===== src/rtl/valid_pipe_credit_adapter_pkg.sv =====
// Width helpers shared by the credit adapter and its result FIFO.
package valid_pipe_credit_adapter_pkg;

  function automatic int ptr_w(input int depth);
    return (depth > 1) ? $clog2(depth) : 1;
  endfunction

  function automatic int cred_w(input int depth);
    return $clog2(depth + 1);
  endfunction

endpackage


===== src/rtl/pipe_result_fifo.sv =====
// Synchronous result FIFO with explicit occupancy count; head is read combinationally.
module pipe_result_fifo
  import valid_pipe_credit_adapter_pkg::*;
#(
  parameter int WIDTH = 32,
  parameter int DEPTH = 8,
  localparam int PW = ptr_w(DEPTH),
  localparam int CW = cred_w(DEPTH)
) (
  input  logic             clk,
  input  logic             rst_n,
  input  logic             push,
  input  logic [WIDTH-1:0] wdata,
  input  logic             pop,
  output logic [WIDTH-1:0] head,
  output logic [CW-1:0]    count,
  output logic             not_empty,
  output logic             overflow
);

  logic [WIDTH-1:0] mem [DEPTH];
  logic [PW-1:0]    wr_ptr;
  logic [PW-1:0]    rd_ptr;
  logic [CW-1:0]    count_nxt;
  logic             full;
  logic             do_pop;
  logic             do_push;

  assign full    = (count == CW'(DEPTH));
  assign do_pop  = pop & (count != '0);
  // A pop frees the slot in the same cycle, so a full FIFO still takes a write alongside it.
  assign do_push = push & (~full | do_pop);
  assign head    = mem[rd_ptr];

  always_comb begin
    count_nxt = count;
    if (do_push && !do_pop) begin
      count_nxt = count + CW'(1);
    end else if (do_pop && !do_push) begin
      count_nxt = count - CW'(1);
    end
  end

  always_ff @(posedge clk) begin
    if (do_push) begin
      mem[wr_ptr] <= wdata;
    end
  end

  always_ff @(posedge clk) begin
    if (!rst_n) begin
      wr_ptr    <= '0;
      rd_ptr    <= '0;
      count     <= '0;
      not_empty <= 1'b0;
      overflow  <= 1'b0;
    end else begin
      if (do_push) begin
        wr_ptr <= (wr_ptr == PW'(DEPTH - 1)) ? '0 : wr_ptr + PW'(1);
      end
      if (do_pop) begin
        rd_ptr <= (rd_ptr == PW'(DEPTH - 1)) ? '0 : rd_ptr + PW'(1);
      end
      count     <= count_nxt;
      not_empty <= (count_nxt != '0);
      if (push && full && !do_pop) begin
        overflow <= 1'b1;
      end
    end
  end

endmodule


===== src/rtl/valid_pipe_credit_adapter.sv =====
// Ready/valid wrapper around a fixed-latency non-stallable pipeline: credits meter
// admission so every in-flight result is guaranteed a slot in the result FIFO.
module valid_pipe_credit_adapter
  import valid_pipe_credit_adapter_pkg::*;
#(
  parameter int WIDTH   = 32,
  parameter int LATENCY = 3,
  parameter int DEPTH   = 8
) (
  input  logic             clk,
  input  logic             rst_n,
  input  logic [WIDTH-1:0] in_data,
  input  logic             in_valid,
  output logic             in_ready,
  output logic [WIDTH-1:0] pipe_x,
  output logic             pipe_input_valid,
  input  logic [WIDTH-1:0] pipe_out,
  input  logic             pipe_output_valid,
  output logic [WIDTH-1:0] out_data,
  output logic             out_valid,
  input  logic             out_ready,
  output logic             overflow_err
);

  localparam int CW = cred_w(DEPTH);

  logic [CW-1:0]      credits;
  logic [CW-1:0]      credits_nxt;
  logic [CW-1:0]      count;
  logic               accept;
  logic               pop;
  logic [LATENCY-1:0] acc_hist;

  assign in_ready         = rst_n & (credits != '0);
  assign accept           = in_valid & in_ready;
  assign pop              = out_valid & out_ready;
  assign pipe_x           = in_data;
  assign pipe_input_valid = accept;

  always_comb begin
    credits_nxt = credits;
    if (accept && !pop) begin
      credits_nxt = credits - CW'(1);
    end else if (pop && !accept) begin
      credits_nxt = credits + CW'(1);
    end
  end

  always_ff @(posedge clk) begin
    if (!rst_n) begin
      credits <= CW'(DEPTH);
    end else begin
      credits <= credits_nxt;
    end
  end

  pipe_result_fifo #(
    .WIDTH (WIDTH),
    .DEPTH (DEPTH)
  ) u_fifo (
    .clk       (clk),
    .rst_n     (rst_n),
    .push      (pipe_output_valid),
    .wdata     (pipe_out),
    .pop       (pop),
    .head      (out_data),
    .count     (count),
    .not_empty (out_valid),
    .overflow  (overflow_err)
  );

  // Shadow of admissions, used only to check the pipeline honours its fixed latency.
  always_ff @(posedge clk) begin
    if (!rst_n) begin
      acc_hist <= '0;
    end else begin
      acc_hist[0] <= accept;
      for (int i = 1; i < LATENCY; i++) begin
        acc_hist[i] <= acc_hist[i-1];
      end
    end
  end

  always_ff @(posedge clk) begin
    if (rst_n) begin
      assert (!acc_hist[LATENCY-1] || pipe_output_valid);
    end
  end

endmodule


===== config.mk =====
export PLATFORM = sky130hd
export DESIGN_NAME = valid_pipe_credit_adapter
export DESIGN_NICKNAME = d
export VERILOG_FILES = /design/src/rtl/valid_pipe_credit_adapter_pkg.sv /design/src/rtl/pipe_result_fifo.sv /design/src/rtl/valid_pipe_credit_adapter.sv
export SDC_FILE = /design/constraint.sdc
export NUM_CORES = 1
export LEC_CHECK = 0
export ABC_AREA = 1
export BUFFER_PORTS_ARGS = -buffer_cell sky130_fd_sc_hd__buf_2
export CAP_MARGIN = 20
export CORE_ASPECT_RATIO = 1.75
export CORE_MARGIN = 1
export CORE_UTILIZATION = 30
export CTS_BUF_LIST = sky130_fd_sc_hd__clkbuf_2 sky130_fd_sc_hd__clkbuf_4 sky130_fd_sc_hd__clkbuf_8
export DETAILED_ROUTE_END_ITERATION = 8
export HOLD_SLACK_MARGIN = 0.02
export PLACE_DENSITY = 0.58
export SYNTH_ARGS = -nofsm -noshare
export SYNTH_HDL_FRONTEND = slang
export SYNTH_SLANG_ARGS = --single-unit

===== constraint.sdc =====
create_clock -name clk -period 8.94 [get_ports clk]
set_input_delay 2.235 -clock clk [delete_from_list [all_inputs] [get_ports clk]]
set_output_delay 2.235 -clock clk [all_outputs]
set_load 0.01 [all_outputs]

# Word level (Yosys, flattened, before mapping)
# Memories as Yosys holds them, arrays and structs flattened. A register that Yosys moved wholly into a read port is not among the register bits.
# Index checks and enable logic that the tools add are counted.
dict set report word_totals {
  regBits 16
  ram_bits 256
  output_inout_bits 68
  wordCells 47
  mem_count 1
}
# memory words width read_ports rd_ports_with_merged_regs write_ports line
set mem_list {}
lappend mem_list {u_fifo.mem 8 32 1 1 1 pipe_result_fifo.sv:21} ;# logic [WIDTH-1:0] mem [DEPTH];
dict set report op_classes {
  add_sub_neg 6
  n_eq_ne 3
  muxes 10
  bitwise_logic 7
  n_reduce_logical 14
}
# operator count
set op_table {}
lappend op_table {{4-bit 2-to-1 mux} 4}
lappend op_table {{3-bit 2-to-1 mux} 4}
lappend op_table {{4-bit nonzero test} 3}
lappend op_table {{4-bit by 1-bit adder with 4-bit output, second input constant} 2}
lappend op_table {{4-bit by 1-bit subtractor with 4-bit output, second input constant} 2}
lappend op_table {{3-bit by 1-bit adder with 3-bit output, second input constant} 2}
lappend op_table {{3-bit equality test, second input constant} 2}
lappend op_table {{1-bit logical AND} 6}
lappend op_table {{1-bit bitwise AND} 5}
lappend op_table {{4-bit equality test, second input constant} 1}
lappend op_table {{1-bit zero test} 4}
lappend op_table {{1-bit 2-to-1 mux} 2}
lappend op_table {{2-bit nonzero test} 1}
lappend op_table {{1-bit NOT} 1}
lappend op_table {{1-bit bitwise OR} 1}

# Depth between registers and ports, before layout
# Gate-level depths: netlist of run 1.
dict set report depth {
  depth_word 9
  ltp_mapped 12
  ltp_nobuf 12
}

# Cells and area by module
# A second synthesis of run 1 with hierarchy kept.
dict set report hier_totals {
  hier_cells 907
  area_unflattened_um2 11263.3
}
# module instances cells_per_inst area_each_um2
set modules_own_cells {}
lappend modules_own_cells {pipe_result_fifo 1 831 10729.0}
lappend modules_own_cells {valid_pipe_credit_adapter 1 76 534.3}

# Worst setup path after synthesis of run 1
# No wires, ideal clock.
dict set report synth_path {
  kind {input -> output}
  startpoint {in rst_n}
  endpoint {out pipe_input_valid}
  t_arrival_ns 2.807
  required_ns 6.705
  path_slack_ns 3.898
  path_stages 3
  path_buffers 0
  cell_sequence {inv_1 a31oi_1 and2_1}
}
dict set report synth_via {
  elab_chain_len 2
}
# item line
set synth_lines {}
lappend synth_lines {{start: declaration} valid_pipe_credit_adapter.sv:11} ;# input logic rst_n,
lappend synth_lines {{1-bit bitwise AND} valid_pipe_credit_adapter.sv:34} ;# assign in_ready = rst_n & (credits != '0);
lappend synth_lines {{net in_ready} valid_pipe_credit_adapter.sv:14} ;# output logic in_ready,
lappend synth_lines {{1-bit bitwise AND} valid_pipe_credit_adapter.sv:35} ;# assign accept = in_valid & in_ready;
lappend synth_lines {{end: declaration} valid_pipe_credit_adapter.sv:16} ;# output logic pipe_input_valid,
# The timed path passes the listed nets, and every way through them passes these cells.

==> out/metrics.yaml, run 1 <==
floorplan:
  dieArea_mm2: 0.03829
  core-area_mm2: 0.03689
  initial_utilization_pct: 30.48
  floorplan.die.width_um: 148.3
  dieHeight_um: 258.1
  placementRows: 93
  io-pin-count: 137
detailed_routing:
  drt_antenna_net_count: 0
  drt_iter0_drc: 518
  route.detailed.drc: 0
  detailroute.via_count: 6804
  firstDrtPassIters: 4
  post_drt_wl_per_cell_um: 16.71
  drt-vias-per-instance: 4.722
  total_wirelength_of_the_detailed_routed_design_mm: 24.08
power_and_ir_drop:
  power.internal_mw: 2.000
  report.power.total_mw: 2.665
  swShare_pct: 24.95
  clock_power_share_pct: 33.8
  seq_power_share_pct: 55.6
  leakagePower_nw: 4.387
  netSwitchingPower_uw: 664.9
  power_per_cell_area_mw_per_mm2: 212.9
  vdd_ir_drop_max_mv: 0.1024
  share_comb_of_total_power_pct: 10.6
yosys:
  synth.cells.most_frequent: "256 x edfxtp_1, 212 x nor2_1, 120 x nand2_1"
  cell_area_synth_mm2: 0.01124
  syn-num-nets: 977
  ys_seq_elements: 275
  instance_count_of_the_mapped_netlist: 898
  yosys_most_used_dff: "edfxtp_1"
  synth_largest_area_cell: "edfxtp_1"
  netlist-cell-type-count: 32
  netlist_top_cells_area: "edfxtp_1 68%, nor2_1 7.1%, o32ai_1 5.0%"
  ys_seq_area_share_pct: 71.76
  asyncSetResetFlopFracSynth_pct: 0
  synth.most_common_cell: "edfxtp_1"
  netlist.area_leader.share_pct: 68.37
  synth_warnings: 0
  synth-edff-count: 256
  syn_area_per_cell_um2: 12.52
critical_path:
  worst-setup-path-type: "reg -> out"
  wp_data_required_ps: 6710
  rr_endpoint: "u_fifo.mem[4][16]"
  reg2reg_from: "u_fifo.count[0]"
  crit_fanout: 82
  ff2ff_setup_slack_ps: 6220
  end_kind: "output pin"
  critical_path.startpoint_type: "register"
  reg2reg_depth: 10
  worst_ep_arrival_time_ps: 3050
final_layout:
  fin_nets: 1017
  final_cells: 1441
  layout.filler_cells: 3582
  syn_to_final_growth_pct: 11.35
  final_layout_size_suffix_gt1_share_pct: 16.79
  post-route-util_pct: 33.94
  final_design_area_no_fill_mm2: 0.01252
min_path:
  min-delay-path-class: "reg -> reg"
  hold_end: "u_fifo.overflow"
  min_path_cells: 2
  holdCritStartpoint: "u_fifo.overflow"
timing:
  grt_setup_unrepaired: "false"
  tightestPinTransition_ps: 990.0
  final.setup_skew_ps: 14.37
  final_max_slew_viol_count: 0
  final_hold_violating_endpoints: 0
  fmax_mhz: 189.3
  min_period_over_period_pct: 59.10
  final-setup-viol-count: 0
  finalWorstPathRequiredPeriod_ps: 5283
  final.hold.worst_slack_ps: 490.1
  post-route-worst-setup-slack_ps: 3657
  relative_slew_margins_pct: 34.00
  setup_tns_ps: 0
place:
  io_buffers: 72
  placedInstanceArea_mm2: 0.01182
  gp_congestion: 0.7531
  post-place-ws_ps: 3648
  dp.cells: 1373
  dpl.hpwl_mm: 13.58
clocking:
  tritoncts: "built"
  cts_resized: 0
  cts.path.max_buffers: 3
  clkTransAtPathRegs_ps: 70
  post_cts_hold_buffer_count: 0
  htree_levels: 2
  clock-sinks: 275
  cts_buffers: 38
  post-cts-setup-buffer-count: 0
  clkLatencyLatePin_ps: 530
  cts-root-buf: "clkbuf_8"
global_routing:
  largest_net_degree_at_the_start_of_global_routing: 85
  gr-total-overflow: 0
  track_usage_pct: 12.77
  grt_first_pass_wirelength_mm: 37.34
  number_of_global_route_vias_before_repair: 6962
  grt_antenna_before_repair: 3
flow_run:
  max_cap_viol_count: 0
status:
  run_status: "completed"
layout make-up:
class	count	area, um^2	area share [%]
timing repair buffer	83	442.9	3.538
sequential	275	8077	64.51
clock buffer	50	619.3	4.947
inverter	23	88.84	0.7096
multi-input combinational	517	2615	20.89
antenna	1	2.502	0.01999
tap	475	594.3	4.747
clock inverter	17	80.08	0.6396
cell usage in the layout, fill, tap and decap left out, drive strengths merged:
master,Yosys,final
dfxtp,19,19
o32ai,64,64
xor2,3,3
buf,60,83
clkinvlp,0,1
fa,1,1
clkinv,0,15
xnor2,2,2
clkbuf,23,50
o21ai,74,74
nand3,10,10
a31oi,1,1
a21oi,8,8
edfxtp,256,256
nand3b,2,2
nor3,1,1
ha,9,9
and2,1,1
and3,1,1
nand4,3,3
nand2,123,123
diode,0,1
nor2,213,213
o211a,1,1
inv,23,24
logic make-up (layout without fill, tap and decap cells):
| logic type | count (synthesis) | count (layout) | share of synthesized area (%) |
|---|---|---|---|
| DFF | 275 | 275 | 71.76 |
| AOI/OAI and AO/OA | 148 | 148 | 8.814 |
| adders and majority gates | 10 | 10 | 1.180 |
| buffers and inverters | 106 | 173 | 5.520 |
| other | 0 | 1 | 0 |
| xor gates and xnor gates | 5 | 5 | 0.3896 |
| and+or+nand+nor | 354 | 354 | 12.34 |
power groups by stage:
stage | sequential [mW] | clock (mW) | combinational, mW
after floorplan | 1.49 | 0 | 0.209
after global placement | 1.51 | 0 | 0.286
after detailed placement | 1.51 | 0 | 0.290
after CTS | 1.48 | 0.931 | 0.291
after global routing | 1.48 | 0.981 | 0.319
final | 1.48 | 0.902 | 0.283
state kept, by name, summed over array words and instances, names as in the netlist, named ones only:
| signal | cells |
|---|---|
| u_fifo.not_empty | 1 |
| u_fifo.mem | 256 |
| credits | 4 |
| u_fifo.rd_ptr | 3 |
| u_fifo.count | 4 |
| u_fifo.overflow | 1 |
| u_fifo.wr_ptr | 3 |
critical path, stage by stage, from the launching register on:
cell and delay, ps:
dfxtp_4 500, inv_4 440, buf_4 750, nor2_1 80, o32ai_1 290, nand2_1 80, nand2_1 120, buf_2 150
routing by layer:
metal / up-vias / GRT usage (%) / part of all wire [%]
met1: 3294 / 13.80 / 38
li1: 3280 / - / -
met3: 64 / 2.244 / 5.0
met5: - / 0 / 0.087
met4: 4 / 6.501 / 3.4
met2: 162 / 23.51 / 53
worst max-delay path by stage:
stage	slack [ps]	start	end	depth (start not counted)
after CTS	3590	register	out_data[0]	7
final	3660	register	out_data[0]	7
after floorplan	3900	rst_n	pipe_input_valid	3
after global routing	3380	register	out_data[1]	7
after detailed placement	3650	rst_n	pipe_input_valid	5
after global placement	3660	rst_n	pipe_input_valid	5
No activity file was read; power rests on OpenSTA's default activity.
==> inputs of run 2 (changes only) <==
==> constraint.sdc (replaced) <==
create_clock -name clk -period 5.4 [get_ports clk]
set_input_delay 1.35 -clock clk [delete_from_list [all_inputs] [get_ports clk]]
set_output_delay 1.35 -clock clk [all_outputs]
set_load 0.01 [all_outputs]
==> run 2 against run 1 <==
- sequential cell count stayed put
- final cell count hardly changed
- total power is 68% higher
- first-iteration DRC count is 9.1% lower
- cell area is 0.35% higher
- utilization is 0.12 points higher
- die area stayed put
- worst hold slack worse by 3.4 ps
- sequential power is 65% higher
- routed wire length is 2.1% higher
- via count is 0.21% lower
==> out/metrics.yaml, run 2 (synthesized netlist as in run 1, its figures left out) <==
clocking:
  clock-sinks: 275  # unchanged
  cts.path.max_buffers: 3  # unchanged
  post_cts_hold_buffer_count: 0  # unchanged
  post-cts-setup-buffer-count: 0  # unchanged
  cts-root-buf: "clkbuf_8"
  clkLatencyLatePin_ps: 560  # +30 ps
  cts_resized: 0  # unchanged
  clkTransAtPathRegs_ps: 80  # about the same
  cts_buffers: 37  # -2.6%
  tritoncts: "built"
  htree_levels: 2  # unchanged
timing:
  min_period_over_period_pct: 77.65
  setup_tns_ps: 0  # unchanged
  final_max_slew_viol_count: 0  # unchanged
  final.hold.worst_slack_ps: 486.7  # -3.425 ps
  final_hold_violating_endpoints: 0  # unchanged
  relative_slew_margins_pct: 34.73  # +0.73 points
  grt_setup_unrepaired: "false"
  finalWorstPathRequiredPeriod_ps: 4193
  final.setup_skew_ps: 19.71  # +5.341 ps
  final-setup-viol-count: 0  # unchanged
  fmax_mhz: 238.5
  tightestPinTransition_ps: 976.8  # -13.25 ps
critical_path:
  worst-setup-path-type: "reg -> out"
  end_kind: "output pin"
  wp_data_required_ps: 4050  # -2660 ps
  crit_fanout: 73  # -11%
  critical_path.startpoint_type: "register"
  worst_ep_arrival_time_ps: 2840  # -210 ps
global_routing:
  grt.met2_usage_pct: 24.03  # +0.52 points
  grt-busiest-layer: "met2"
  track_usage_pct: 12.98  # +0.21 points
  grtUsageMet1_pct: 14.35  # +0.55 points
  number_of_global_route_vias_before_repair: 6898  # -0.92%
  largest_net_degree_at_the_start_of_global_routing: 74  # -13%
  gr-total-overflow: 0  # unchanged
  grt_first_pass_wirelength_mm: 37.88  # +1.5%
  groute.layer.met3.usage_pct: 2.332  # +0.088 points
  grt_antenna_before_repair: 4  # +1
flow_run:
  max_cap_viol_count: 0  # unchanged
power_and_ir_drop:
  power_per_cell_area_mw_per_mm2: 355.9  # +67%
  report.power.total_mw: 4.472  # +68%
  vdd_ir_drop_max_mv: 0.2096  # +100%
  leakagePower_nw: 4.409  # +0.52%
final_layout:
  largest_reg_flops: 256  # unchanged
  final_common_cell: "edfxtp_1"
  post-route-util_pct: 34.06  # +0.12 points
  fin_nets: 1018  # +0.098%
  largest_register: "u_fifo.mem"
  syn_to_final_growth_pct: 11.74
  layout_top_registers: "u_fifo.mem (256), credits (4), u_fifo.count (4)"
  final_cell_mix: "256 x edfxtp_1, 204 x nor2_1, 120 x nand2_1"
  final_layout_size_suffix_gt1_share_pct: 16.98  # +0.19 points
  final_design_area_no_fill_mm2: 0.01256  # +0.35%
min_path:
  min-delay-path-class: "reg -> reg"
detailed_routing:
  detailroute.via_count: 6790  # -0.21%
  drt_antenna_net_count: 0  # unchanged
  post_drt_wl_per_cell_um: 17.05  # +2.0%
  firstDrtPassIters: 4  # unchanged
  drt-vias-per-instance: 4.709  # -0.27%
  total_wirelength_of_the_detailed_routed_design_mm: 24.58  # +2.1%
  drt_iter0_drc: 471  # -9.1%
  route.detailed.drc: 0  # unchanged
floorplan:
  core-area_mm2: 0.03689  # unchanged
  dieHeight_um: 258.1  # unchanged
  io-pin-count: 137  # unchanged
  initial_utilization_pct: 30.48  # unchanged
  dieArea_mm2: 0.03829  # unchanged
  floorplan.die.width_um: 148.3  # unchanged
  placementRows: 93  # unchanged
place:
  placedInstanceArea_mm2: 0.01185  # +0.23%
  gp_congestion: 0.8012  # +6.4%
  dpl.hpwl_mm: 14.35  # +5.6%
  io_buffers: 72  # unchanged
status:
  run_status: "completed"
## run 2: path summary, 6_finish.rpt
path / to / from / slack, ps / cells after the start
hold / removal: u_fifo.overflow / u_fifo.overflow / 490 / 2
setup reg to reg: u_fifo.mem[2][31] / u_fifo.count[0] / 2550 / 10
hold reg to reg: u_fifo.overflow / u_fifo.overflow / 490 / 2
setup / recovery: out_data[10] / register / 1210 / 7
## run 2: layout make-up
| cell class | count | area, um^2 |
|---|---|---|
| Fill cell | 3571 | 24320 |
| Sequential cell | 275 | 8077 |
| Multi-Input combinational cell | 517 | 2615 |
| Tap cell | 475 | 594.3 |
| Clock buffer | 41 | 545.5 |
| Timing Repair Buffer | 85 | 470.5 |
| Clock inverter | 25 | 170.2 |
| Inverter | 23 | 88.84 |
| Antenna cell | 1 | 2.502 |
## run 2: per-stage QoR
step           worst slack [ps]  cells
3_5_place_dp               1748   1375
2_1_floorplan              1804    898
3_3_place_gp               1784   1375
6_report                   1207   1442
5_1_grt                   986.7   1442
4_1_cts                    1148   1441
## run 2: critical path, stage by stage, from the launching register on
cell and delay, ps:
dfxtp_4 550, inv_4 660, buf_12 340, nor2_1 80, o32ai_1 260, nand2_1 90
nand2_1 130, buf_2 140
## run 2: power by group
group / internal (mW) / total [mW] / leakage [nW] / switching, mW
Clock: 0.780 / 1.55 / 0.372 / 0.770
Combinational: 0.158 / 0.479 / 1.55 / 0.321
Sequential: 2.40 / 2.44 / 2.48 / 0.0382
## run 2: per-layer routing
metal | vias up | wire, um
met2 | 154 | 13230
li1 | 3272 | -
met3 | 47 | 1121
met1 | 3311 | 9597
met4 | 6 | 597
met5 | - | 32
